File: src/rtl/cfs_algn_ctrl_seq_if.sv
// cfs_algn_ctrl_seq_if: APB bus between the control sequencer (master) and the aligner register block (slave)
interface cfs_algn_ctrl_seq_if;
    logic [15:0] paddr;
    logic        pwrite;
    logic        psel;
    logic        penable;
    logic [31:0] pwdata;
    logic        pready;
    logic [31:0] prdata;
    logic        pslverr;
    modport master (output paddr, pwrite, psel, penable, pwdata, input pready, prdata, pslverr);
    modport slave  (input paddr, pwrite, psel, penable, pwdata, output pready, prdata, pslverr);
endinterface

File: src/rtl/cfs_algn_ctrl_seq.sv
// cfs_algn_ctrl_seq: APB master that programs and verifies the aligner CTRL register and services its IRQ register
module cfs_algn_ctrl_seq #(
    parameter logic [15:0] CTRL_ADDR = 16'h0000,
    parameter logic [15:0] IRQ_ADDR  = 16'h00F4,
    parameter logic [31:0] RDBK_MASK = 32'h0000_0307,
    parameter int          TIMEOUT   = 15
) (
    input  logic                clk,
    input  logic                reset,
    input  logic                cfg_start,
    input  logic [2:0]          cfg_size,
    input  logic [1:0]          cfg_offset,
    input  logic                cfg_clr,
    input  logic                irq,
    cfs_algn_ctrl_seq_if.master apb,
    output logic                busy,
    output logic                done,
    output logic                err,
    output logic [31:0]         irq_status,
    output logic                irq_valid
);
    localparam int WW = $clog2(TIMEOUT + 1);
    typedef enum logic [1:0] {IDLE, SETUP, ACCESS, NEXT} state_t;
    typedef enum logic [1:0] {CFG_WR, CFG_RD, IRQ_RD, IRQ_WR} step_t;
    state_t        state;
    step_t         step;
    logic [31:0]   cfg_word;
    logic [31:0]   wdata;
    logic [WW-1:0] wcnt;
    assign cfg_word = {15'b0, cfg_clr, 6'b0, cfg_offset, 5'b0, cfg_size};
    // Sequencer: done is high in the final cycle, so it also blocks a restart until one idle cycle has passed
    always_ff @(posedge clk) begin
        if (reset) begin
            state       <= IDLE;
            step        <= CFG_WR;
            wdata       <= '0;
            wcnt        <= '0;
            apb.paddr   <= '0;
            apb.pwrite  <= 1'b0;
            apb.psel    <= 1'b0;
            apb.penable <= 1'b0;
            apb.pwdata  <= '0;
            busy        <= 1'b0;
            done        <= 1'b0;
            err         <= 1'b0;
            irq_status  <= '0;
            irq_valid   <= 1'b0;
        end else begin
            done      <= 1'b0;
            err       <= 1'b0;
            irq_valid <= 1'b0;
            case (state)
                IDLE: begin
                    busy <= 1'b0;
                    if (!done && (cfg_start || irq)) begin
                        state      <= SETUP;
                        busy       <= 1'b1;
                        apb.psel   <= 1'b1;
                        step       <= cfg_start ? CFG_WR : IRQ_RD;
                        apb.paddr  <= cfg_start ? CTRL_ADDR : IRQ_ADDR;
                        apb.pwrite <= cfg_start;
                        apb.pwdata <= cfg_start ? cfg_word : '0;
                        wdata      <= cfg_start ? cfg_word : wdata;
                    end
                end
                SETUP: begin
                    state       <= ACCESS;
                    apb.penable <= 1'b1;
                    wcnt        <= '0;
                end
                ACCESS: begin
                    if (apb.pready || wcnt == WW'(TIMEOUT - 1)) begin
                        apb.psel    <= 1'b0;
                        apb.penable <= 1'b0;
                        wcnt        <= '0;
                    end else begin
                        wcnt <= wcnt + 1'b1;
                    end
                    if (!apb.pready && wcnt == WW'(TIMEOUT - 1) || apb.pready && apb.pslverr) begin
                        state <= IDLE;
                        done  <= 1'b1;
                        err   <= 1'b1;
                    end else if (apb.pready) begin
                        state <= NEXT;
                        case (step)
                            CFG_WR: begin
                                step       <= CFG_RD;
                                apb.pwrite <= 1'b0;
                                apb.pwdata <= '0;
                            end
                            CFG_RD: begin
                                done <= 1'b1;
                                err  <= |((apb.prdata ^ wdata) & RDBK_MASK);
                            end
                            IRQ_RD: begin
                                irq_status <= apb.prdata;
                                irq_valid  <= 1'b1;
                                done       <= apb.prdata == '0;
                                step       <= IRQ_WR;
                                apb.pwrite <= 1'b1;
                                apb.pwdata <= apb.prdata;
                            end
                            IRQ_WR: done <= 1'b1;
                        endcase
                    end
                end
                NEXT: begin
                    state    <= done ? IDLE : SETUP;
                    busy     <= !done;
                    apb.psel <= !done;
                end
            endcase
        end
    end
endmodule

File: src/flat_wrapper.sv
// flat-port wrapper written by rule: the top's interface ports become plain ports
module cfs_algn_ctrl_seq_flat 
#(
    parameter logic [15:0] CTRL_ADDR = 16'h0000,
    parameter logic [15:0] IRQ_ADDR  = 16'h00F4,
    parameter logic [31:0] RDBK_MASK = 32'h0000_0307,
    parameter int          TIMEOUT   = 15
)
  (clk, reset, cfg_start, cfg_size, cfg_offset, cfg_clr, irq, busy, done, err, irq_status, irq_valid, apb_paddr, apb_pwrite, apb_psel, apb_penable, apb_pwdata, apb_pready, apb_prdata, apb_pslverr);
  cfs_algn_ctrl_seq_if apb_i ();
  input  logic clk;
  input  logic reset;
  input  logic cfg_start;
  input  logic [2:0] cfg_size;
  input  logic [1:0] cfg_offset;
  input  logic cfg_clr;
  input  logic irq;
  output logic busy;
  output logic done;
  output logic err;
  output logic [31:0] irq_status;
  output logic irq_valid;
  output wire logic [$bits(apb_i.paddr)-1:0] apb_paddr;
  output wire logic [$bits(apb_i.pwrite)-1:0] apb_pwrite;
  output wire logic [$bits(apb_i.psel)-1:0] apb_psel;
  output wire logic [$bits(apb_i.penable)-1:0] apb_penable;
  output wire logic [$bits(apb_i.pwdata)-1:0] apb_pwdata;
  input wire logic [$bits(apb_i.pready)-1:0] apb_pready;
  input wire logic [$bits(apb_i.prdata)-1:0] apb_prdata;
  input wire logic [$bits(apb_i.pslverr)-1:0] apb_pslverr;
  assign apb_paddr = apb_i.paddr;
  assign apb_pwrite = apb_i.pwrite;
  assign apb_psel = apb_i.psel;
  assign apb_penable = apb_i.penable;
  assign apb_pwdata = apb_i.pwdata;
  assign apb_i.pready = apb_pready;
  assign apb_i.prdata = apb_prdata;
  assign apb_i.pslverr = apb_pslverr;
  cfs_algn_ctrl_seq #(.CTRL_ADDR(CTRL_ADDR), .IRQ_ADDR(IRQ_ADDR), .RDBK_MASK(RDBK_MASK), .TIMEOUT(TIMEOUT)) u_core (.clk(clk), .reset(reset), .cfg_start(cfg_start), .cfg_size(cfg_size), .cfg_offset(cfg_offset), .cfg_clr(cfg_clr), .irq(irq), .apb(apb_i), .busy(busy), .done(done), .err(err), .irq_status(irq_status), .irq_valid(irq_valid));
endmodule
File: config.mk
export PLATFORM = sky130hd
export DESIGN_NAME = cfs_algn_ctrl_seq_flat
export DESIGN_NICKNAME = d
export VERILOG_FILES = /design/src/rtl/cfs_algn_ctrl_seq_if.sv /design/src/rtl/cfs_algn_ctrl_seq.sv /design/src/flat_wrapper.sv
export SDC_FILE = /design/constraint.sdc
export NUM_CORES = 1
export LEC_CHECK = 0
export ABC_AREA = 1
export CAP_MARGIN = 20
export CORE_MARGIN = 10
export CORE_UTILIZATION = 43
export CTS_BUF_LIST = sky130_fd_sc_hd__clkbuf_8
export CTS_CLUSTER_SIZE = 16
export DETAILED_ROUTE_END_ITERATION = 7
export GPL_TIMING_DRIVEN = 1
export PLACE_DENSITY = 0.75
export SYNTH_ARGS = -nofsm -noshare
export SYNTH_HDL_FRONTEND = slang
export SYNTH_SLANG_ARGS = --single-unit
File: constraint.sdc
create_clock -name clk -period 1.4 [get_ports clk]
set_input_delay 0.21 -clock clk [delete_from_list [all_inputs] [get_ports clk]]
set_output_delay 0.21 -clock clk [all_outputs]
set_load 0.02 [all_outputs]
## After elaboration in Yosys (flattened, before gate mapping)

Cells that the tools add are included.

| storage, ports and cells | value |
|---|---|
| register bits after elaboration | 100 |
| bits in latches | 0 |
| memory bits (writable) | 0 |
| ROM bits | 0 |
| input bits | 44 |
| output and inout bits | 87 |
| memories | 0 |

| cells by class | value |
|---|---|
| add/sub/neg operators | 1 |
| multiply operators | 0 |
| divide/modulo/power cells | 0 |
| order comparisons | 0 |
| eq/ne operators | 13 |
| shift operators | 0 |
| multiplexer cells | 38 |
| bitwise operators | 4 |
| reduce and logical (&&, ||, !) cells | 26 |

Operators by type and width:

| cell | number |
|---|---|
| 32-bit one-hot mux with 2 select lines | 2 |
| 32-bit 2-to-1 mux | 3 |
| 32-bit zero test | 1 |
| 17-bit 2-to-1 mux | 1 |
| 2-bit 2-to-1 mux | 7 |
| 1-bit 2-to-1 mux | 13 |
| 1-bit one-hot mux with 2 select lines | 5 |
| 10-bit bitwise XOR | 1 |
| 2-bit == test (second input constant) | 4 |
| 8-bit 2-to-1 mux | 1 |
| 2-bit one-hot mux with 2 select lines | 2 |
| 2-bit one-hot mux with 4 select lines | 1 |
| 4-bit one-hot mux with 2 select lines | 1 |
| 2-bit AND reduction | 3 |
| 3-bit AND reduction | 2 |
| 2-bit nonzero test | 3 |
| 5-bit AND reduction | 1 |
| 5-bit OR reduction | 1 |
| 4-bit by 1-bit adder with 4-bit output (second input constant) | 1 |
| 2-bit by 1-bit == test with 1-bit output (second input constant) | 2 |
| 4-bit == test (second input constant) | 1 |
| 2-bit zero test | 2 |
| 4-bit 2-to-1 mux | 1 |
| 2-bit by 1-bit != test with 1-bit output (second input constant) | 2 |
| 12 further kinds | 21 |

## Logic depth before layout (Yosys ltp)

Gate-level depths: netlist of run 1.

| depth | value |
|---|---|
| depth after elaboration | 5 |
| mapped depth | 10 |
| depth with buffers taken out | 10 |

## Least setup slack after synthesis of run 1

OpenSTA, ideal clock, no wires.

| timing path | value |
|---|---|
| kind | register to register |
| start | reg u_core.state[0] |
| end | reg u_core.apb.pwdata[28] |
| setup time | 0.114 ns |
| arrival time | 1.427 ns |
| data required time | 1.286 ns |
| setup slack | -0.140 ns |
| stages on the path, launching flop included | 9 |
| path buffers | 2 |
| clock period less this slack | 1.540 ns |
| path through | dfxtp_1 > inv_1 > ha_1 > buf_4 > o21ai_4 > nand2_4 > buf_2 > a21oi_1 > nor2_1 |

| on the way | value |
|---|---|
| cells in the longest elaborated chain, start to end | 3 |
| elaborated cells on any way between the ends | 9 |

RTL lines:

| what | RTL line | RTL |
|---|---|---|
| start: declaration | cfs_algn_ctrl_seq.sv:25 | `state_t state;` |
| start signal: assignment | cfs_algn_ctrl_seq.sv:108 | `state <= done ? IDLE : SETUP;` |
| 2-bit == test or 2-bit zero test (tied branches) | cfs_algn_ctrl_seq.sv:52 | `case (state)` |
| 3-bit by 1-bit != test with 1-bit output (no line) (tied with other cells) | -- |  |
| 5-bit AND reduction (no line) | -- |  |
| end signal: assignment | cfs_algn_ctrl_seq.sv:62 | `apb.pwdata <= cfg_start ? cfg_word : '0;` |
| end signal: assignment | cfs_algn_ctrl_seq.sv:101 | `apb.pwdata <= apb.prdata;` |
| end: declaration | cfs_algn_ctrl_seq_if.sv:11 | `modport master (output paddr, pwrite, psel, penable, pwdata, input pready, prdata, pslverr);` |

Parallel ways exist; a longest one is shown, timed or not.
A chain may end at the register's enable or synchronous reset.

## Final worst setup path of run 1

| timing path | value |
|---|---|
| start | reg u_core.state[0] |
| end | reg u_core.apb.pwrite |

| on the way | value |
|---|---|
| cells in the longest elaborated chain, start to end | 3 |
| elaborated cells on any way between the ends | 9 |

RTL lines:

| what | RTL line | RTL |
|---|---|---|
| 2-bit == test or 2-bit zero test (tied branches) | cfs_algn_ctrl_seq.sv:52 |  |
| 3-bit by 1-bit != test with 1-bit output (no line) (tied with other cells) | -- |  |
| 5-bit AND reduction (no line) | -- |  |
| end signal: assignment | cfs_algn_ctrl_seq.sv:61 | `apb.pwrite <= cfg_start;` |
| end: declaration | cfs_algn_ctrl_seq_if.sv:11 |  |

Parallel ways exist; a longest one is shown, timed or not.

==> results of run 1 <==
## area by class of cell
type	instances	area (µm²)
Timing Repair Buffer	174	1630
Tap cell	108	135
Clock buffer	11	151
Inverter	60	244
Fill cell	757	2960
Multi-Input combinational cell	378	1840
Sequential cell	85	1710
Clock inverter	5	82.6
Timing Repair inverter	1	7.51
## power breakdown
group	leakage (nW)	switching, mW	internal, mW
clock	0.120	0.892	1.11
sequential	0.695	0.381	3.08
combinational	2.16	3.17	2.16
total	2.97	4.44	6.35
## through the flow
step	total power [mW]	hold WS [ns]	cell area, µm²
global route	11.6	0.495	5800
global placement	8.65	0.452	5430
finish	10.8	0.470	5800
detailed placement	8.81	0.462	5430
CTS	10.6	0.473	5620
floorplan	6.85	0.279	3950
## cells by family (layout without fill, tap and decap cells)
logic type / Yosys count / after routing / share of synthesized area
simple gates: 298 / 298 / 0.321
other cells: 1 / 11 / 0.000966
fa+ha+maj: 7 / 7 / 0.0226
compound gates: 59 / 59 / 0.0841
xor+xnor: 3 / 3 / 0.00677
flops: 85 / 85 / 0.438
buf+inv: 100 / 251 / 0.127
## worst max-delay path: stages (launching register included)
cell and delay [ns]:
dfxtp_2 0.34, inv_4 0.08, ha_4 0.20, buf_6 0.14, clkinvlp_4 0.15, nand2_1 0.09, nand2_1 0.06, nand3b_1 0.16
nand2_1 0.07, nor2_1 0.04
## final timing paths
path         slack (ns)                               start                                 end  cells after the start
max               -0.04        u_core.state[0]$_SDFFE_PP0P_      u_core.apb.pwrite$_SDFFE_PP0P_                      9
min                0.47  u_core.apb.pwdata[15]$_SDFFE_PP0P_  u_core.apb.pwdata[15]$_SDFFE_PP0P_                      2
max reg2reg       -0.04        u_core.state[0]$_SDFFE_PP0P_      u_core.apb.pwrite$_SDFFE_PP0P_                      9
min reg2reg        0.47  u_core.apb.pwdata[15]$_SDFFE_PP0P_  u_core.apb.pwdata[15]$_SDFFE_PP0P_                      2
## timing repair
action | CTS | global route
buffers inserted | 1 | 7
endpoints found under the setup margin | 154 | 69
pin swaps | 1 | 9
gates resized for setup | 89 | 34
cloned | 1 | 1
hold buffers | 0 | 0
## cell usage after synthesis, types with 2 or more instances
master / n
nor3_1: 3
buf_6: 5
o21ai_0: 20
nand3_1: 53
a211oi_1: 2
dfxtp_1: 85
buf_2: 10
nand3_4: 2
nand2_1: 155
inv_1: 56
inv_2: 3
ha_1: 7
clkbuf_1: 5
a21oi_1: 32
buf_4: 17
nor2_1: 79
buf_1: 3
xor2_1: 2
## metal layers
metal	vias up	GRT usage
li1	2009	-
met1	1840	0.203
met5	-	0
met3	9	0.0484
met2	126	0.295
met4	0	0.0578
## registers in the layout, indices dropped and copies added (netlist names)
| register | flops |
|---|---|
| u_core.apb.pwdata | 32 |
| u_core.irq_status | 32 |
| u_core.wdata | 5 |
| u_core.wcnt | 4 |
| u_core.state | 2 |
| u_core.step | 2 |
| u_core.apb.paddr | 1 |
| u_core.apb.penable | 1 |
| u_core.apb.psel | 1 |
| u_core.apb.pwrite | 1 |
| u_core.busy | 1 |
| u_core.done | 1 |
| u_core.err | 1 |
| u_core.irq_valid | 1 |
==> qor.csv, run 1 <==
stage,metric,value,unit
place,post-dp-hpwl,8.80,mm
detailed_routing,num_vias,3984,
place,place_ws,-0.236,ns
global_routing,grt_overflow,0,
layout,final_util,0.662,
synthesis,synth_area_leaders,"dfxtp_1 (44%), nand2_1 (15%), nor2_1 (7.6%), nand3_1 (6.8%), inv_1 (5.4%)",
sta,setup_violations,2,
clock_tree,cts_buffers,9,
sta,max_freq,697,MHz
synthesis,yosysWarnings,0,
detailed_routing,dr.max_layer_used,met4,
floorplan,die_area,13200,µm²
place,dp_cells,796,
floorplan,die_y,115,µm
detailed_routing,ant_nets,0,
place,gp_congestion,0.850,
global_routing,grt_max_degree,34,
critical_path,critical_path_arrival,1.69,ns
detailed_routing,drtIter0Drc,178,
global_routing,antenna_found_initial,0,
detailed_routing,avgRoutedWirePerCell,14.5,µm
critical_path,path_class,register to register,
detailed_routing,met3_wirelength,934,µm
sta,fin_worst_skew,0.0101,ns
clock_tree,path_clk_slew,0.08,ns
clock_tree,clock_path_buffers,2,
detailed_routing,wl,11.9,mm
sta,finalHoldViolations,0,
synthesis,syn_inst,553,
synthesis,synth_cell_type_count,32,
floorplan,die_w,115,µm
synthesis,syn_area,3880,µm²
clock_tree,cts_htree_levels,3,
power,vdd_drop_max,1.17,mV
layout,diodes,0,
detailed_routing,drt_pass1_iterations,5,
sta,period_needed,1.44,ns
layout,layout_commonest_cell,nand2_1,
layout,areaGrowthSynthToFinish,49.3,%
layout,layout_common_cells,"nand2_1 (149), dfxtp_1 (82), nor2_1 (77), dlygate4sd2_1 (76), nand3_1 (50)",
global_routing,track_usage,0.172,
synthesis,synth_async_sr_flop_share,0,
power,p_leak,2.97,nW
outcome,status,finished with violations,
clock_tree,cts_tree,yes,
clock_tree,insertion_delay,0.36,ns
floorplan,initial_core_util,0.443,
synthesis,syn_avg_cell_area,7.02,µm²
critical_path,worst-path-max-fanout,6,
detailed_routing,met2_length,5.92,mm
global_routing,grt_pass1_vias,3859,
global_routing,grt_pass1_wl,18.7,mm
critical_path,crit_path_start_kind,register,
floorplan,num_rows,34,
detailed_routing,avgViaCountPerCell,4.85,
synthesis,synth_top_cell_area_share,0.438,
synthesis,yosys.area.top_type,dfxtp_1,
layout,fin_nets,760,
sta,finalMaxSlewViolations,0,
synthesis,ys_seq_elements,85,
floorplan,core_area,8760,µm²
detailed_routing,met1_length,4.91,mm
floorplan,ioPinCount,131,
detailed_routing,drc,0,
sta,period_share,1.03,
clock_tree,root_buffer,clkbuf_8,
job,maxCapViolations,0,
synthesis,synth_edf_count,0,
clock_tree,cts_num_sinks,85,
synthesis,synth-seq-area-share,0.438,
sta,setup_tns,-0.0441,ns
layout,drive_above_1_share,0.168,
power,powerDensity,1860,nW/µm²
place,portBuffers,119,
min_path,hold_class,register to register,
critical_path,required,1.65,ns
layout,stdcell_count,822,
critical_path,endpoint_kind,register,
sta,fin_ws,-0.0357,ns
outcome,violations,negative setup slack,
sta,rsz0062_at_grt,yes,
synthesis,ys.flop_type,dfxtp_1,
(Power assumes the default switching activity.)
==> inputs of run 2 (changes only) <==
--- a/config.mk
+++ b/config.mk
@@ -5,15 +5,15 @@
 export SDC_FILE = /design/constraint.sdc
 export NUM_CORES = 1
 export LEC_CHECK = 0
-export ABC_AREA = 1
+export ABC_AREA = 0
 export CAP_MARGIN = 20
 export CORE_MARGIN = 10
-export CORE_UTILIZATION = 43
+export CORE_UTILIZATION = 41
 export CTS_BUF_LIST = sky130_fd_sc_hd__clkbuf_8
 export CTS_CLUSTER_SIZE = 16
 export DETAILED_ROUTE_END_ITERATION = 7
 export GPL_TIMING_DRIVEN = 1
-export PLACE_DENSITY = 0.75
+export PLACE_DENSITY = 0.74
 export SYNTH_ARGS = -nofsm -noshare
 export SYNTH_HDL_FRONTEND = slang
 export SYNTH_SLANG_ARGS = --single-unit
==> run 2 against run 1 <==
  * The run still ends with negative setup slack left
  * Wire length up 3.1%
  * Clock power down 18%
  * Power shrank 14%
  * Sequential share of layout area grew 0.053 points
  * Worst hold slack worse by 0.13 ns
  * Register-to-register slack worse by 0.21 ns
  * Area after synthesis down 11%
  * Setup slack got worse by 0.21 ns
  * Maximum frequency down 13%
  * Global-route usage increased by 0.35 points
  * Cell count fell by 19%
  * Count of clock-buffer cells in the layout unchanged
  * Critical path type unchanged
  * Critical endpoint is now u_core.apb.pwdata[27]$_SDFFE_PP0P_
  * Largest power group unchanged
==> qor.csv, run 2 <==
stage,metric,value,unit,change
outcome,status,finished with violations,,
outcome,violations,negative setup slack,,
detailed_routing,avgRoutedWirePerCell,18.5,µm,+27%
clock_tree,hold_buffers,0,,unchanged
detailed_routing,avgViaCountPerCell,5.29,,+9.2%
layout,largestRegisters,"u_core.apb.pwdata: 32 flops, u_core.irq_status: 32 flops, u_core.wdata: 5 flops",,
sta,setup_tns,-11.53,ns,-11.49 ns
floorplan,num_rows,33,,-2.9%
critical_path,critical_path_arrival,1.93,ns,+0.24 ns
synthesis,synth_async_sr_flop_share,0,,unchanged
sta,period_share,1.18,,+0.150
power,powerDensity,1600,nW/µm²,-14%
clock_tree,clock_path_buffers,2,,unchanged
critical_path,required,1.68,ns,+0.03 ns
layout,multi_input_area,1840,µm²,+0.20%
synthesis,synth_top_cell_area_share,0.493,,+0.0546
sta,max_freq,608,MHz,-13%
sta,finalHoldViolations,0,,unchanged
global_routing,track_usage,0.176,,+0.00353
synthesis,syn_inst,371,,-33%
sta,rsz0062_at_grt,yes,,
sta,fin_worst_skew,0.00898,ns,-0.00115 ns
critical_path,worst-path-max-fanout,10,,+4
critical_path,endpoint_kind,register,,
sta,period_needed,1.65,ns,+0.210 ns
floorplan,die_w,112,µm,-2.8%
synthesis,ys_seq_elements,85,,unchanged
layout,seqCellArea,1710,µm²,about the same
floorplan,core_area,8220,µm²,-6.2%
layout,n_fill_cell,662,,-13%
clock_tree,cts_htree_levels,3,,unchanged
critical_path,crit_chain,inv_2 > ha_4 > and4bb_4 > a2bb2oi_4 > buf_12 > clkbuf_16 > nand3_1 > a21oi_1,,
global_routing,grt_max_degree,34,,unchanged
clock_tree,cts_num_sinks,85,,unchanged
clock_tree,path_clk_slew,0.08,ns,about the same
layout,areaGrowthSynthToFinish,67.8,%,
power,p_leak,2.56,nW,-14%
place,portBuffers,119,,unchanged
synthesis,yosysWarnings,0,,unchanged
min_path,hold_class,input pin to register,,
synthesis,synth_most_common_cell,dfxtp_1,,
layout,layout_common_cells,"dlygate4sd2_1 (87), dfxtp_1 (81), buf_4 (66), nand2_1 (37), a22o_1 (32)",,
synthesis,synth_area_leaders,"dfxtp_1 (49%), a22o_1 (8.1%), a21oi_1 (6.1%), nand3_1 (4.9%), nand2_1 (4.5%)",,
synthesis,yosys.area.top_type,dfxtp_1,,
synthesis,synth_cell_type_count,45,,+41%
place,place_ws,-0.578,ns,-0.342 ns
place,post-dp-hpwl,8.77,mm,-0.34%
synthesis,synth-seq-area-share,0.493,,+0.0546
critical_path,crit_path_start_kind,register,,
synthesis,syn_area,3450,µm²,-11%
global_routing,grt_overflow,0,,unchanged
floorplan,initial_core_util,0.420,,-0.0229
global_routing,antenna_found_initial,1,,+1
detailed_routing,num_vias,3525,,-12%
detailed_routing,ant_nets,0,,unchanged
layout,drive_above_1_share,0.304,,+0.136
floorplan,die_y,112,µm,-2.8%
layout,layout_commonest_cell,dlygate4sd2_1,,
critical_path,path_class,register to register,,
synthesis,synthTopCellsByCount,"dfxtp_1 (85), a21oi_1 (42), nand2_1 (41)",,
clock_tree,root_buffer,clkbuf_8,,
sta,finalMaxSlewViolations,0,,unchanged
critical_path,critPathMaxStageDelay,0.33,ns,about the same
floorplan,ioPinCount,131,,unchanged
synthesis,ys.flop_type,dfxtp_1,,
synthesis,synth_edf_count,0,,unchanged
clock_tree,cts_buffers,9,,unchanged
power,vdd_drop_max,1.11,mV,-4.9%
global_routing,grt_pass1_vias,3510,,-9.0%
job,maxCapViolations,0,,unchanged
sta,setup_violations,75,,+73
clock_tree,cts_tree,yes,,
clock_tree,insertion_delay,0.35,ns,about the same
detailed_routing,drt_pass1_iterations,4,,-1
synthesis,syn_avg_cell_area,9.31,µm²,+33%
detailed_routing,drc,0,,unchanged
detailed_routing,drtIter0Drc,162,,-9.0%
critical_path,cp.buffers_inverters,3,,unchanged
sta,fin_ws,-0.246,ns,-0.210 ns
place,gp_congestion,0.833,,-2.0%
layout,fin_nets,606,,-20%
critical_path,crit_family,buffers and inverters,,
global_routing,grt_pass1_wl,18.3,mm,-2.1%
floorplan,die_area,12500,µm²,-5.6%
critical_path,cp_slowest_cell,dfxtp_2,,
detailed_routing,wl,12.3,mm,+3.1%
run 2: metrics by stage:
stage                     hold slack [ns]  utilization  power (mW)  std cells  area, µm²
after detailed placement            0.448        0.638        6.52        636       5250
after global placement              0.441        0.638        6.46        636       5250
final                               0.345        0.705        9.28        666       5790
after floorplan                     0.335            -        5.11        381       3600
after global routing                0.353        0.705        9.71        666       5790
after CTS                           0.324        0.669        8.25        657       5500
run 2: logic make-up after synthesis:
kind of cell               count (synthesis)  share of synthesized area
muxes                                      1                    0.00326
and+or+nand+nor                          133                      0.194
DFF                                       85                      0.493
xor gates and xnor gates                   5                     0.0127
buffers and inverters                     44                     0.0721
adders and majority gates                  7                     0.0254
AOI/OAI and AO/OA                         95                      0.199
other                                      1                    0.00109
run 2: worst paths after layout:
path / startpoint / slack [ns] / depth (start not counted) / end
setup / recovery: u_core.state[0]$_SDFFE_PP0P_ / -0.25 / 8 / u_core.apb.pwdata[27]$_SDFFE_PP0P_
hold / removal: apb_prdata[14] / 0.34 / 3 / u_core.irq_status[14]$_SDFFE_PP0P_
setup reg to reg: u_core.state[0]$_SDFFE_PP0P_ / -0.25 / 8 / u_core.apb.pwdata[27]$_SDFFE_PP0P_
hold reg to reg: u_core.apb.pwdata[23]$_SDFFE_PP0P_ / 0.45 / 2 / u_core.apb.pwdata[23]$_SDFFE_PP0P_
run 2: cell type report:
cell class / count / area share
Tap cell: 105 / 0.0227
Clock buffer: 11 / 0.0261
Clock inverter: 5 / 0.00605
Timing Repair Buffer: 203 / 0.329
Inverter: 4 / 0.00259
Sequential cell: 85 / 0.295
Antenna cell: 1 / 0.000432
Multi-Input combinational cell: 252 / 0.318
run 2: per-layer routing:
layer / track usage / wire (µm) / up-vias
met5: 0 / 0 / -
met4: 0.0548 / 211 / 0
met3: 0.0526 / 891 / 17
met1: 0.208 / 5070 / 1705
met2: 0.298 / 6140 / 118
li1: - / - / 1685
run 2: where the power goes:
group | internal (mW) | total [mW] | switching, mW
logic | 2.38 | 4.76 | 2.38
registers | 2.70 | 2.87 | 0.175
clock network | 0.742 | 1.65 | 0.904
run 2: repair_timing:
item / in CTS / in global routing
resized for setup: 118 / 35
setup buffers: 5 / 3
setup endpoints to repair: 157 / 82
cloned: 0 / 5
pin swaps: 10 / 40
run 2: worst register-to-register path: stages (launching register included):
cell	delay [ns]
dfxtp_2	0.33
inv_2	0.09
ha_4	0.18
and4bb_4	0.28
a2bb2oi_4	0.16
buf_12	0.15
clkbuf_16	0.16
nand3_1	0.08
a21oi_1	0.13
==> inputs of run 3 (changes only) <==
--- a/config.mk
+++ b/config.mk
@@ -13,7 +13,8 @@
 export CTS_CLUSTER_SIZE = 16
 export DETAILED_ROUTE_END_ITERATION = 7
 export GPL_TIMING_DRIVEN = 1
-export PLACE_DENSITY = 0.74
+export PLACE_DENSITY = 0.76
 export SYNTH_ARGS = -nofsm -noshare
 export SYNTH_HDL_FRONTEND = slang
 export SYNTH_SLANG_ARGS = --single-unit
+export TNS_END_PERCENT = 10
==> run 3 against run 2 <==
  * Combinational power decreased by 12%
  * Critical path type unchanged
  * Via count decreased by 2.1%
  * Die area unchanged
  * Worst hold slack got worse by 0.053 ns
  * The flow still finishes with violations (negative setup slack)
  * Global-route usage decreased by 0.089 points
  * Critical endpoint is now u_core.step[1]$_SDFFE_PP0P_
  * Clock power about the same
==> qor.csv, run 3 (synthesis gave the netlist of run 2 again) <==
stage,metric,value,unit,change
outcome,status,finished with violations,,
outcome,violations,negative setup slack,,
floorplan,core_area,8220,µm²,unchanged
detailed_routing,avgViaCountPerCell,5.21,,-1.5%
layout,areaGrowthSynthToFinish,61.6,%,
detailed_routing,ant_nets,0,,unchanged
min_path,hold_class,input pin to register,,
floorplan,die_w,112,µm,unchanged
critical_path,worst-path-max-fanout,8,,-2
critical_path,crit_chain,inv_4 > ha_4 > and2b_2 > a2bb2oi_4 > buf_12 > clkbuf_16 > nor2_1 > nor3_1,,
sta,fin_worst_skew,0.00563,ns,-0.00335 ns
critical_path,critPathMaxStageDelay,0.34,ns,about the same
sta,period_needed,1.62,ns,-0.0214 ns
power,finalPower,8.72,mW,-6.0%
detailed_routing,wl,11.8,mm,-4.1%
clock_tree,cts_num_sinks,85,,unchanged
detailed_routing,drtIter0Drc,161,,-0.62%
layout,largestRegisters,"u_core.apb.pwdata: 32 flops, u_core.irq_status: 32 flops, u_core.wdata: 5 flops",,
global_routing,grt_overflow,0,,unchanged
clock_tree,hold_buffers,0,,unchanged
layout,drive_above_1_share,0.248,,-0.0554
clock_tree,cts_tree,yes,,
layout,fin_area,5580,µm²,-3.7%
critical_path,required,1.62,ns,-0.06 ns
critical_path,crit_path_start_kind,register,,
sta,finalHoldViolations,0,,unchanged
global_routing,grt_pass1_wl,18.2,mm,-0.42%
place,post-dp-hpwl,8.63,mm,-1.6%
global_routing,antenna_found_initial,1,,unchanged
layout,layout_commonest_cell,dfxtp_1,,
layout,multi_input_area,1710,µm²,-7.4%
sta,setup_violations,73,,-2.7%
place,dp_cells,638,,+0.31%
critical_path,endpoint_kind,register,,
floorplan,die_y,112,µm,unchanged
global_routing,grt_max_degree,32,,-5.9%
detailed_routing,num_vias,3450,,-2.1%
detailed_routing,drc,0,,unchanged
layout,fin_nets,602,,-0.66%
sta,period_share,1.16,,-0.0153
critical_path,crit_family,simple AND/OR/NAND/NOR gates,,
power,powerDensity,1560,nW/µm²,-2.4%
power,p_leak,2.50,nW,-2.6%
sta,max_freq,616,MHz,+1.3%
floorplan,initial_core_util,0.420,,unchanged
layout,n_fill_cell,691,,+4.4%
sta,setup_tns,-10.04,ns,+1.49 ns
place,gp_congestion,0.850,,+2.1%
floorplan,num_rows,33,,unchanged
critical_path,critical_path_arrival,1.85,ns,-0.08 ns
job,maxCapViolations,0,,unchanged
clock_tree,insertion_delay,0.35,ns,about the same
critical_path,path_class,register to register,,
clock_tree,cts_buffers,9,,unchanged
critical_path,cp.buffers_inverters,3,,unchanged
clock_tree,cts_htree_levels,3,,unchanged
place,placed_area,5230,µm²,-0.24%
power,vdd_drop_max,1.19,mV,+6.7%
sta,rsz0062_at_grt,yes,,
layout,stdcell_count,662,,-0.60%
critical_path,cp_slowest_cell,dfxtp_2,,
clock_tree,clock_path_buffers,2,,unchanged
floorplan,ioPinCount,131,,unchanged
sta,fin_ws,-0.224,ns,+0.0214 ns
detailed_routing,avgRoutedWirePerCell,17.8,µm,-3.6%
sta,finalMaxSlewViolations,0,,unchanged
floorplan,die_area,12500,µm²,unchanged
layout,layout_common_cells,"dfxtp_1 (81), dlygate4sd2_1 (75), buf_4 (68), clkdlybuf4s50_1 (41), nand2_1 (40)",,
clock_tree,path_clk_slew,0.08,ns,about the same
global_routing,track_usage,0.175,,-0.000886
detailed_routing,drt_pass1_iterations,4,,unchanged
clock_tree,root_buffer,clkbuf_8,,
layout,seqCellArea,1710,µm²,unchanged
global_routing,grt_pass1_vias,3577,,+1.9%
place,portBuffers,119,,unchanged
[run 3: cell count changes in the layout (fill, tap and decap cells not counted), moves of 7 or more]
cell             previous run  this run
dlygate4sd2_1              87        75
clkdlybuf4s50_1            29        41
a21oi_1                    29        36
nand3_2                    11         4
nand3_1                    22        30
a21oi_2                    13         6
[run 3: stage by stage]
step	hold slack (ns)	worst slack, ns	utilization
after floorplan	0.335	-0.172	-
after global placement	0.440	-0.512	0.637
after detailed placement	0.447	-0.533	0.637
after CTS	0.298	-0.194	0.659
after global routing	0.314	-0.287	0.679
final	0.292	-0.224	0.679
[run 3: timing repair]
item                                    CTS  global route
hold endpoints to repair                  0             0
pin swaps                                17            35
gates cloned                              0             2
resized for setup                        94            20
setup buffers                             2             3
endpoints found under the setup margin  157            83
[run 3: path summary, 6_finish.rpt]
check / startpoint / end / slack (ns) / cells after the start
max: u_core.state[0]$_SDFFE_PP0P_ / u_core.step[1]$_SDFFE_PP0P_ / -0.22 / 8
max reg2reg: u_core.state[0]$_SDFFE_PP0P_ / u_core.step[1]$_SDFFE_PP0P_ / -0.22 / 8
min: reset / u_core.apb.pwdata[22]$_SDFFE_PP0P_ / 0.29 / 3
min reg2reg: u_core.apb.pwdata[21]$_SDFFE_PP0P_ / u_core.apb.pwdata[21]$_SDFFE_PP0P_ / 0.45 / 2
[run 3: final cells by class]
type	count	area share
clock buffer	12	0.0296
clock inverter	4	0.00404
antenna	1	0.000448
tap	105	0.0235
timing repair buffer	199	0.326
inverter	4	0.00359
sequential	85	0.306
multi-input combinational	252	0.306
[run 3: report_power, final]
part | internal, mW | switching (mW) | total, mW
combinational | 2.06 | 2.16 | 4.21
clock | 0.782 | 0.856 | 1.64
sequential | 2.70 | 0.176 | 2.87
total | 5.54 | 3.19 | 8.72
[run 3: metal layers]
| metal | wire length, µm | track usage |
|---|---|---|
| met1 | 5130 | 0.211 |
| met2 | 5630 | 0.285 |
| met3 | 853 | 0.0580 |
| met4 | 178 | 0.0583 |
| met5 | 0 | 0 |
[run 3: tightest hold or removal path, stage by stage]
cell,delay (ns)
buf_2,0.09
buf_4,0.26
a21oi_2,0.04
